$ cat src/rtl/rc6_block_reg.sv
// RC6 block state register: holds the 4-word block from external load through
// R round-result writes, then presents the finished block until consumed.
module rc6_block_reg #(
    parameter int W         = 32,
    parameter int R         = 20,
    parameter int BYTE_SWAP = 0
) (
    input  logic           inClk,
    input  logic           inReset,
    input  logic           inExtValid,
    output logic           outExtReady,
    input  logic [4*W-1:0] inExtData,
    input  logic           inKeyReady,
    input  logic           inIntWr,
    input  logic [4*W-1:0] inIntData,
    output logic [4*W-1:0] outData,
    output logic [7:0]     outRound,
    output logic           outBusy,
    output logic           outValid,
    input  logic           inOutReady
);

    typedef enum logic [1:0] {
        ST_IDLE  = 2'd0,
        ST_LOAD  = 2'd1,
        ST_ROUND = 2'd2,
        ST_DONE  = 2'd3
    } state_t;

    localparam logic [7:0] LP_LAST = 8'(R - 1);

    state_t         r_state;
    state_t         w_state_nxt;
    logic [4*W-1:0] r_data;
    logic [7:0]     r_round;
    logic [4*W-1:0] w_swapped;
    logic [4*W-1:0] w_load_data;
    logic           w_load;
    logic           w_wr;
    logic           w_clr_round;

    // Byte reversal within each W-bit word; word order is untouched.
    always_comb begin
        w_swapped = inExtData;
        for (int w = 0; w < 4; w++) begin
            for (int b = 0; b < W / 8; b++) begin
                w_swapped[w*W + b*8 +: 8] = inExtData[w*W + (W/8 - 1 - b)*8 +: 8];
            end
        end
    end

    assign w_load_data = (BYTE_SWAP != 0) ? w_swapped : inExtData;

    always_comb begin
        w_state_nxt = r_state;
        w_load      = 1'b0;
        w_wr        = 1'b0;
        w_clr_round = 1'b0;
        case (r_state)
            ST_IDLE: begin
                if (inExtValid) begin
                    w_load      = 1'b1;
                    w_state_nxt = ST_LOAD;
                end
            end
            ST_LOAD: begin
                if (inKeyReady) begin
                    w_clr_round = 1'b1;
                    w_state_nxt = ST_ROUND;
                end
            end
            ST_ROUND: begin
                if (inIntWr) begin
                    w_wr = 1'b1;
                    if (r_round == LP_LAST) w_state_nxt = ST_DONE;
                end
            end
            ST_DONE: begin
                // Release only; a block offered in this same cycle waits for IDLE.
                if (inOutReady) begin
                    w_clr_round = 1'b1;
                    w_state_nxt = ST_IDLE;
                end
            end
            default: w_state_nxt = ST_IDLE;
        endcase
    end

    always_ff @(posedge inClk) begin
        if (inReset) begin
            r_state <= ST_IDLE;
            r_data  <= '0;
            r_round <= '0;
        end else begin
            r_state <= w_state_nxt;
            if (w_load)
                r_data <= w_load_data;
            else if (w_wr)
                r_data <= inIntData;
            if (w_clr_round)
                r_round <= '0;
            else if (w_wr)
                r_round <= r_round + 8'd1;
        end
    end

    assign outData     = r_data;
    assign outRound    = r_round;
    assign outExtReady = (r_state == ST_IDLE);
    assign outBusy     = (r_state == ST_LOAD) || (r_state == ST_ROUND);
    assign outValid    = (r_state == ST_DONE);

endmodule

$ cat config.mk
export PLATFORM = sky130hd
export DESIGN_NAME = rc6_block_reg
export DESIGN_NICKNAME = d
export VERILOG_FILES = /design/src/rtl/rc6_block_reg.sv
export SDC_FILE = /design/constraint.sdc
export NUM_CORES = 1
export LEC_CHECK = 0
export ABC_CLOCK_PERIOD_IN_PS = 2350
export CORE_AREA = 2 2 157 159
export DETAILED_ROUTE_END_ITERATION = 6
export DIE_AREA = 0 0 159 161
export MAX_ROUTING_LAYER = met4
export SLEW_MARGIN = 20
export SYNTH_ARGS = -nofsm -noshare
export SYNTH_HDL_FRONTEND = slang
export SYNTH_SLANG_ARGS = --single-unit
$ cat constraint.sdc
create_clock -name inClk -period 2.35 [get_ports inClk]
set_input_delay 0.705 -clock inClk [delete_from_list [all_inputs] [get_ports inClk]]
set_output_delay 0.705 -clock inClk [all_outputs]
set_load 0.005 [all_outputs]
==> results of run 1 <==
final timing paths:
check	startpoint	slack (ns)	end
max	r_state[1]	0.12	outValid
min reg2reg	outData[68]	0.48	outData[68]
min	outData[68]	0.48	outData[68]
max reg2reg	r_state[0]	0.50	outData[66]
where the power goes:
| group | switching, mW | internal, mW |
|---|---|---|
| sequential | 0.374 | 3.07 |
| clock | 1.12 | 1.61 |
| combinational | 1.98 | 2.43 |
sequential cells by signal (all words and copies together), names as in the netlist:
| register | flops |
|---|---|
| r_state | 2 |
| outData | 128 |
| outRound | 8 |
cells by family after synthesis:
logic type	count (synthesis)
xor gates and xnor gates	7
and+or+nand+nor	408
buffers and inverters	77
DFF	138
adders and majority gates	6
AOI/OAI and AO/OA	136
metrics by stage:
step                total power [mW]  std cells  instance area (µm²)
finish                         10.57       1471                10980
global route                   11.25       1471                10980
CTS                            10.72       1471                10980
detailed placement             7.928       1439                10390
global placement               7.898       1439                10390
floorplan                      5.276        772                 5959
layer usage:
layer,track usage (%),vias to the layer above
met4,5.165,0
met5,-,-
li1,-,3402
met1,22.99,3236
met2,30.79,283
met3,4.674,21
Yosys cell counts (all sizes together):
cell type | n | share of area [%]
a221o | 1 | 0.17
o41ai | 1 | 0.46
a21oi | 3 | 0.25
nor2 | 136 | 8.6
a222oi | 1 | 0.17
xor2 | 6 | 0.88
buf | 13 | 1.0
and3 | 2 | 0.23
a211oi | 1 | 0.13
ha | 6 | 1.3
nand4 | 4 | 0.42
a21o | 1 | 0.13
clkbuf | 59 | 3.7
and2 | 1 | 0.11
nand2 | 263 | 17
or4b | 1 | 0.23
dfxtp | 138 | 46
inv | 5 | 0.31
xnor2 | 1 | 0.15
a311oi | 128 | 19
nand3 | 1 | 0.084
area by class of cell:
| cell class | instances | share of cell area [%] |
|---|---|---|
| timing repair buffer | 415 | 39.05 |
| multi-input combinational | 557 | 26.57 |
| sequential | 138 | 25.18 |
| clock buffer | 20 | 4.069 |
| tap | 324 | 3.693 |
| clock inverter | 12 | 1.276 |
| inverter | 5 | 0.1710 |
critical path, delay by kind of cell (launching register included):
| family | cells | cell delay, ns |
|---|---|---|
| adders and majority gates | 1 | 0.21 |
| DFF | 1 | 0.35 |
| buffers and inverters | 1 | 0.55 |
==> results.rst, run 1 <==
.. list-table::
   :header-rows: 1

   * - Metric
     - Value
   * - Share of the synthesized netlist area taken by xor and xnor gates
     - 1.029%
   * - Final Net Count
     - 1,402
   * - WL final
     - 23.90 mm
   * - Fin crit period
     - 2.229 ns
   * - Number of nets produced by synthesis
     - 1,040
   * - Footprint of the multi-input gates
     - 0.002917 mm²
   * - Clock transition at path regs
     - 0.06 ns
   * - Portion of netlist area occupied by mux cells
     - 0%
   * - Total clock sinks
     - 138
   * - Transition time at the pin with the least slew margin
     - 0.5504 ns
   * - Post-CTS Setup Repair Bufs
     - 0
   * - Maximum clock path buffer count
     - 2
   * - Arrival time at the worst endpoint
     - 1.52 ns
   * - Antenna Violating Nets Remaining
     - 0
   * - # rows
     - 57
   * - CTS root buffer
     - clkbuf_16
   * - Compound-cell area share of the yosys netlist
     - 20.11%
   * - GR Util All Layers
     - 18.74%
   * - Number of global-route vias before repair
     - 6,698
   * - Detailed-route via count
     - 6,942
   * - Status
     - finished, final reports clean
   * - Adder-Cell Fraction of Synth Area
     - 1.260%
   * - Routed met3 length
     - 1.479 mm
   * - Number of I/O port buffers
     - 400
   * - Number of buffers created by CTS
     - 17
   * - Worst-skew pair later-pin latency
     - 0.41 ns
   * - Class of the tightest hold or removal check
     - reg -> reg
   * - Total I/O pin count
     - 401
   * - Yosys warning total
     - 0
   * - Final weighted congestion in routability-driven placement
     - 0.8090
   * - Met1 routed wirelength after detailed routing
     - 10.44 mm
   * - Global route total overflow
     - 0
   * - Setup repair after global routing missed its margin
     - no
   * - Uppermost signal routing layer after detailed routing
     - met4
   * - Remaining DRCs
     - 0
   * - Pre-CTS setup slack
     - 0.05707 ns
   * - Hold buffer count at cts
     - 0
   * - Max capacitance violation total
     - 0
   * - Clock tree from TritonCTS
     - done
   * - Hold Worst Slack
     - 0.4802 ns
   * - Placed wire-length estimate after detailed placement
     - 16.99 mm
   * - Die width
     - 159 µm
   * - Largest net degree at the start of global routing
     - 85
   * - Final setup violating endpoints
     - 0
   * - Startpoint kind of the worst setup timing path
     - flop
   * - Die height
     - 161 µm
   * - Main combinational cell family by area after synthesis
     - simple AND/OR/NAND/NOR gates
   * - Avg Vias per Cell
     - 4.719
   * - Number of detailed-routing iterations run before antenna repair
     - 5
   * - Worst EP required
     - 1.64 ns
   * - Core ar.
     - 0.02396 mm²
   * - Period utilisation layout
     - 94.84%
   * - Setup TNS
     - 0 ns
   * - Most common cell after layout, fill and taps aside
     - clkdlybuf4s50_1
   * - CP cell instances
     - ha_1 -> clkdlybuf4s50_1
   * - Cells after synthesis
     - 772
   * - Critical path type
     - reg -> out
   * - Static leakage
     - 3.930 nW
   * - Cell count of the worst reg-to-reg path
     - 6
   * - Stage delay of the slowest cell on the critical path
     - 0.55 ns
   * - Largest voltage drop on the vdd net
     - 477.4 µV
   * - Flop and latch count out of synthesis
     - 138
   * - Drt first-iter violations
     - 392
   * - Wire length of the first global-routing pass
     - 37.39 mm
   * - Area taken by flip-flops and latches
     - 0.002764 mm²
   * - Average detailed-routed wire length per instance
     - 16.24 µm
   * - Power per unit of standard cell area
     - 962.7 mW/mm²
   * - Final Util
     - 45.81%
   * - Mapped cell area
     - 0.005959 mm²
   * - Number of instances on the worst hold path
     - 2
   * - Die outline area
     - 0.02560 mm²
   * - Tightest slew margin relative to the limit
     - 63.31%
   * - Fraction of layout cells with a size suffix above 1
     - 4.708%
   * - Cell with the largest stage delay on the worst path
     - clkdlybuf4s50_1
   * - Total number of H-tree levels
     - 4
   * - Antenna violations before repair
     - 0
   * - Commonest non-fill, non-tap cells in the layout
     - clkdlybuf4s50_1 (397), nand2_1 (261), dfxtp_1 (137)
   * - Sequential area share after synthesis
     - 46.36%
   * - Post-Synthesis Mean Instance Area
     - 7.720 µm²
   * - Synth cell types
     - 23
   * - Endpoint class of the critical path
     - output pin
   * - Crit path setup slack, layout
     - 0.1212 ns
   * - Largest fanout of any net on the critical path
     - 3
   * - Post-synthesis share of cell area spent on and, or, nand and nor gates
     - 26.20%
   * - Area overhead of the layout relative to synthesis
     - 84.21%
   * - Total met2 wirelength after detailed routing
     - 11.57 mm
   * - Final Slew Violations
     - 0
   * - Achievable frequency
     - 448.7 MHz
   * - Hold violation count in the final report
     - 0
   * - Worst-case clock skew
     - 0.01552 ns
   * - Number of fillers in the final layout
     - 2,384
   * - Initial standard-cell utilization of the core
     - 24.87%
   * - PostCTS Resize Cnt
     - 4
   * - Antenna Cells
     - 0
Power figures use the tool's default switching activity.
==> run 2, diff against run 1 <==
Settings changed: SETUP_SLACK_MARGIN from default to 0.5.
==> run 2 against run 1 <==
Critical path depth up 1. Critical path type unchanged. Cell area up 0.21%. Non-clock buffer count up 8. Sequential cell count unchanged. Highest routed layer unchanged. Critical endpoint is now outBusy. Fmax up 17%. Total power down 2.2%.
==> results.rst, run 2 (synthesis results as in run 1) <==
.. list-table::
   :header-rows: 1

   * - Metric
     - Value
   * - Status
     - finished, final reports clean
   * - Wire length of the first global-routing pass
     - 38.12 mm
   * - Sequential share of power
     - 33.2%
   * - Largest fanout of any net on the critical path
     - 4
   * - Largest net degree at the start of global routing
     - 85
   * - Final Net Count
     - 1,410
   * - Worst EP required
     - 1.64 ns
   * - Total number of H-tree levels
     - 4
   * - Clock tree from TritonCTS
     - done
   * - Antenna violations before repair
     - 0
   * - Setup TNS
     - 0 ns
   * - Number of buffers created by CTS
     - 17
   * - Critical path type
     - reg -> out
   * - Number of I/O port buffers
     - 400
   * - Die height
     - 161 µm
   * - Antenna Cells
     - 0
   * - WL final
     - 24.72 mm
   * - Fin crit period
     - 1.898 ns
   * - Uppermost signal routing layer after detailed routing
     - met4
   * - Detailed-route via count
     - 6,980
   * - Worst-case clock skew
     - 0.01442 ns
   * - Tightest slew margin relative to the limit
     - 74.40%
   * - Relative contribution of the clock network to total power
     - 26.3%
   * - Maximum clock path buffer count
     - 2
   * - Max capacitance violation total
     - 0
   * - Remaining DRCs
     - 0
   * - Worst-case register-to-register setup slack
     - 0.60 ns
   * - Drt first-iter violations
     - 471
   * - Die width
     - 159 µm
   * - Setup repair after global routing missed its margin
     - yes
   * - Global route total overflow
     - 0
   * - Total I/O pin count
     - 401
   * - Final weighted congestion in routability-driven placement
     - 0.8090
   * - Die outline area
     - 0.02560 mm²
   * - Number of global-route vias before repair
     - 6,807
   * - GR Util All Layers
     - 19.17%
   * - Period utilisation layout
     - 80.75%
   * - Arrival time at the worst endpoint
     - 1.19 ns
   * - Final Slew Violations
     - 0
   * - Number of detailed-routing iterations run before antenna repair
     - 4
   * - Endpoint class of the critical path
     - output pin
   * - Clock transition at path regs
     - 0.07 ns
   * - Core ar.
     - 0.02396 mm²
   * - Power Total
     - 10.33 mW
   * - CTS root buffer
     - clkbuf_16
   * - Routed met3 length
     - 1.435 mm
   * - Placed wire-length estimate after detailed placement
     - 16.99 mm
   * - P_sw
     - 3.532 mW
   * - Antenna Violating Nets Remaining
     - 0
   * - Total non-filler cell area in the finished layout
     - 0.01100 mm²
   * - Hold violation count in the final report
     - 0
   * - Met1 routed wirelength after detailed routing
     - 10.81 mm
   * - Static leakage
     - 4.490 nW
   * - Startpoint kind of the worst setup timing path
     - flop
   * - Achievable frequency
     - 527.0 MHz
   * - Largest voltage drop on the vdd net
     - 474.9 µV
   * - Fraction of layout cells with a size suffix above 1
     - 7.100%
   * - Max reg flops
     - 128
   * - Placed Area
     - 0.01039 mm²
   * - Class of the tightest hold or removal check
     - reg -> reg
   * - Most common cell after layout, fill and taps aside
     - nand2_1
   * - # rows
     - 57
   * - Internal power
     - 6.801 mW
   * - Total met2 wirelength after detailed routing
     - 12.08 mm
   * - Final setup violating endpoints
     - 0
   * - Initial standard-cell utilization of the core
     - 24.87%
   * - Combinational fraction of design power
     - 40.5%
   * - Transition time at the pin with the least slew margin
     - 0.3840 ns
   * - Net switching fraction of the power
     - 34.18%
   * - Total clock sinks
     - 138
   * - Commonest non-fill, non-tap cells in the layout
     - nand2_1 (261), clkdlybuf4s50_1 (259), nor2_1 (136)
   * - Worst-skew pair later-pin latency
     - 0.41 ns
   * - Area overhead of the layout relative to synthesis
     - 84.59%
   * - Avg Vias per Cell
     - 4.719
   * - Power per unit of standard cell area
     - 939.3 mW/mm²
   * - Average detailed-routed wire length per instance
     - 16.71 µm
==> run 2: changes by cell type in the layout (fill, tap and decap cells not counted), sizes merged <==
cell / delta
dlymetal6s2s: +1
clkdlybuf4s50: -138
dlygate4sd2: +132
clkdlybuf4s15: +2
buf: +10
clkbuf: +1
==> run 2: final timing paths <==
kind | depth (start not counted) | start | end
worst max-delay path | 3 | r_state[1] | outBusy
worst min-delay path | 2 | outData[60] | outData[60]
worst max register to register | 6 | r_state[0] | outData[99]
worst min register to register | 2 | outData[60] | outData[60]
==> run 2: power groups by stage <==
stage	registers, mW	clock network [mW]	logic [mW]
6_report	3.43	2.72	4.18
5_1_grt	3.52	2.94	4.57
4_1_cts	3.44	2.82	4.09
3_5_place_dp	3.48	0	4.45
3_3_place_gp	3.47	0	4.43
2_1_floorplan	3.52	0	1.75
==> run 2: through the flow <==
step / cells / hold slack [ns] / setup WS (ns) / utilization, %
2_1_floorplan: 772 / 0.4747 / 0.6400 / -
3_3_place_gp: 1439 / 0.4671 / 0.1469 / 43.36
3_5_place_dp: 1439 / 0.4694 / 0.05707 / 43.36
4_1_cts: 1474 / 0.4801 / 0.2872 / 45.54
5_1_grt: 1479 / 0.4946 / 0.4044 / 45.91
6_report: 1479 / 0.4770 / 0.4523 / 45.91
==> run 2: layer usage <==
| layer | vias to the layer above | GRT usage, % |
|---|---|---|
| met5 | - | - |
| met3 | 21 | 4.648 |
| met4 | 0 | 5.124 |
| li1 | 3417 | - |
| met2 | 278 | 31.92 |
| met1 | 3264 | 23.32 |
==> run 2: what timing repair did <==
| action | CTS | global route |
|---|---|---|
| hold buffers | 0 | 0 |
| resized for setup | 171 | 11 |
| cloned | 1 | 1 |
| hold endpoints to repair | 0 | 0 |
| pin swaps | 1 | 1 |
| buffers inserted | 2 | 4 |
| setup endpoints to repair | 141 | 109 |
==> run 2: cell type report <==
class,instances,area (µm²)
fill,2444,12960
timing repair buffer,423,4258
multi-input combinational,557,2947
sequential,138,2783
clock buffer,20,446.7
tap,324,405.4
clock inverter,12,140.1
inverter,5,21.27
==> run 2: critical path, cell delays in order, from the launching register on <==
cell,delay [ns]
dfxtp_4,0.37
inv_4,0.05
ha_4,0.27
buf_6,0.10
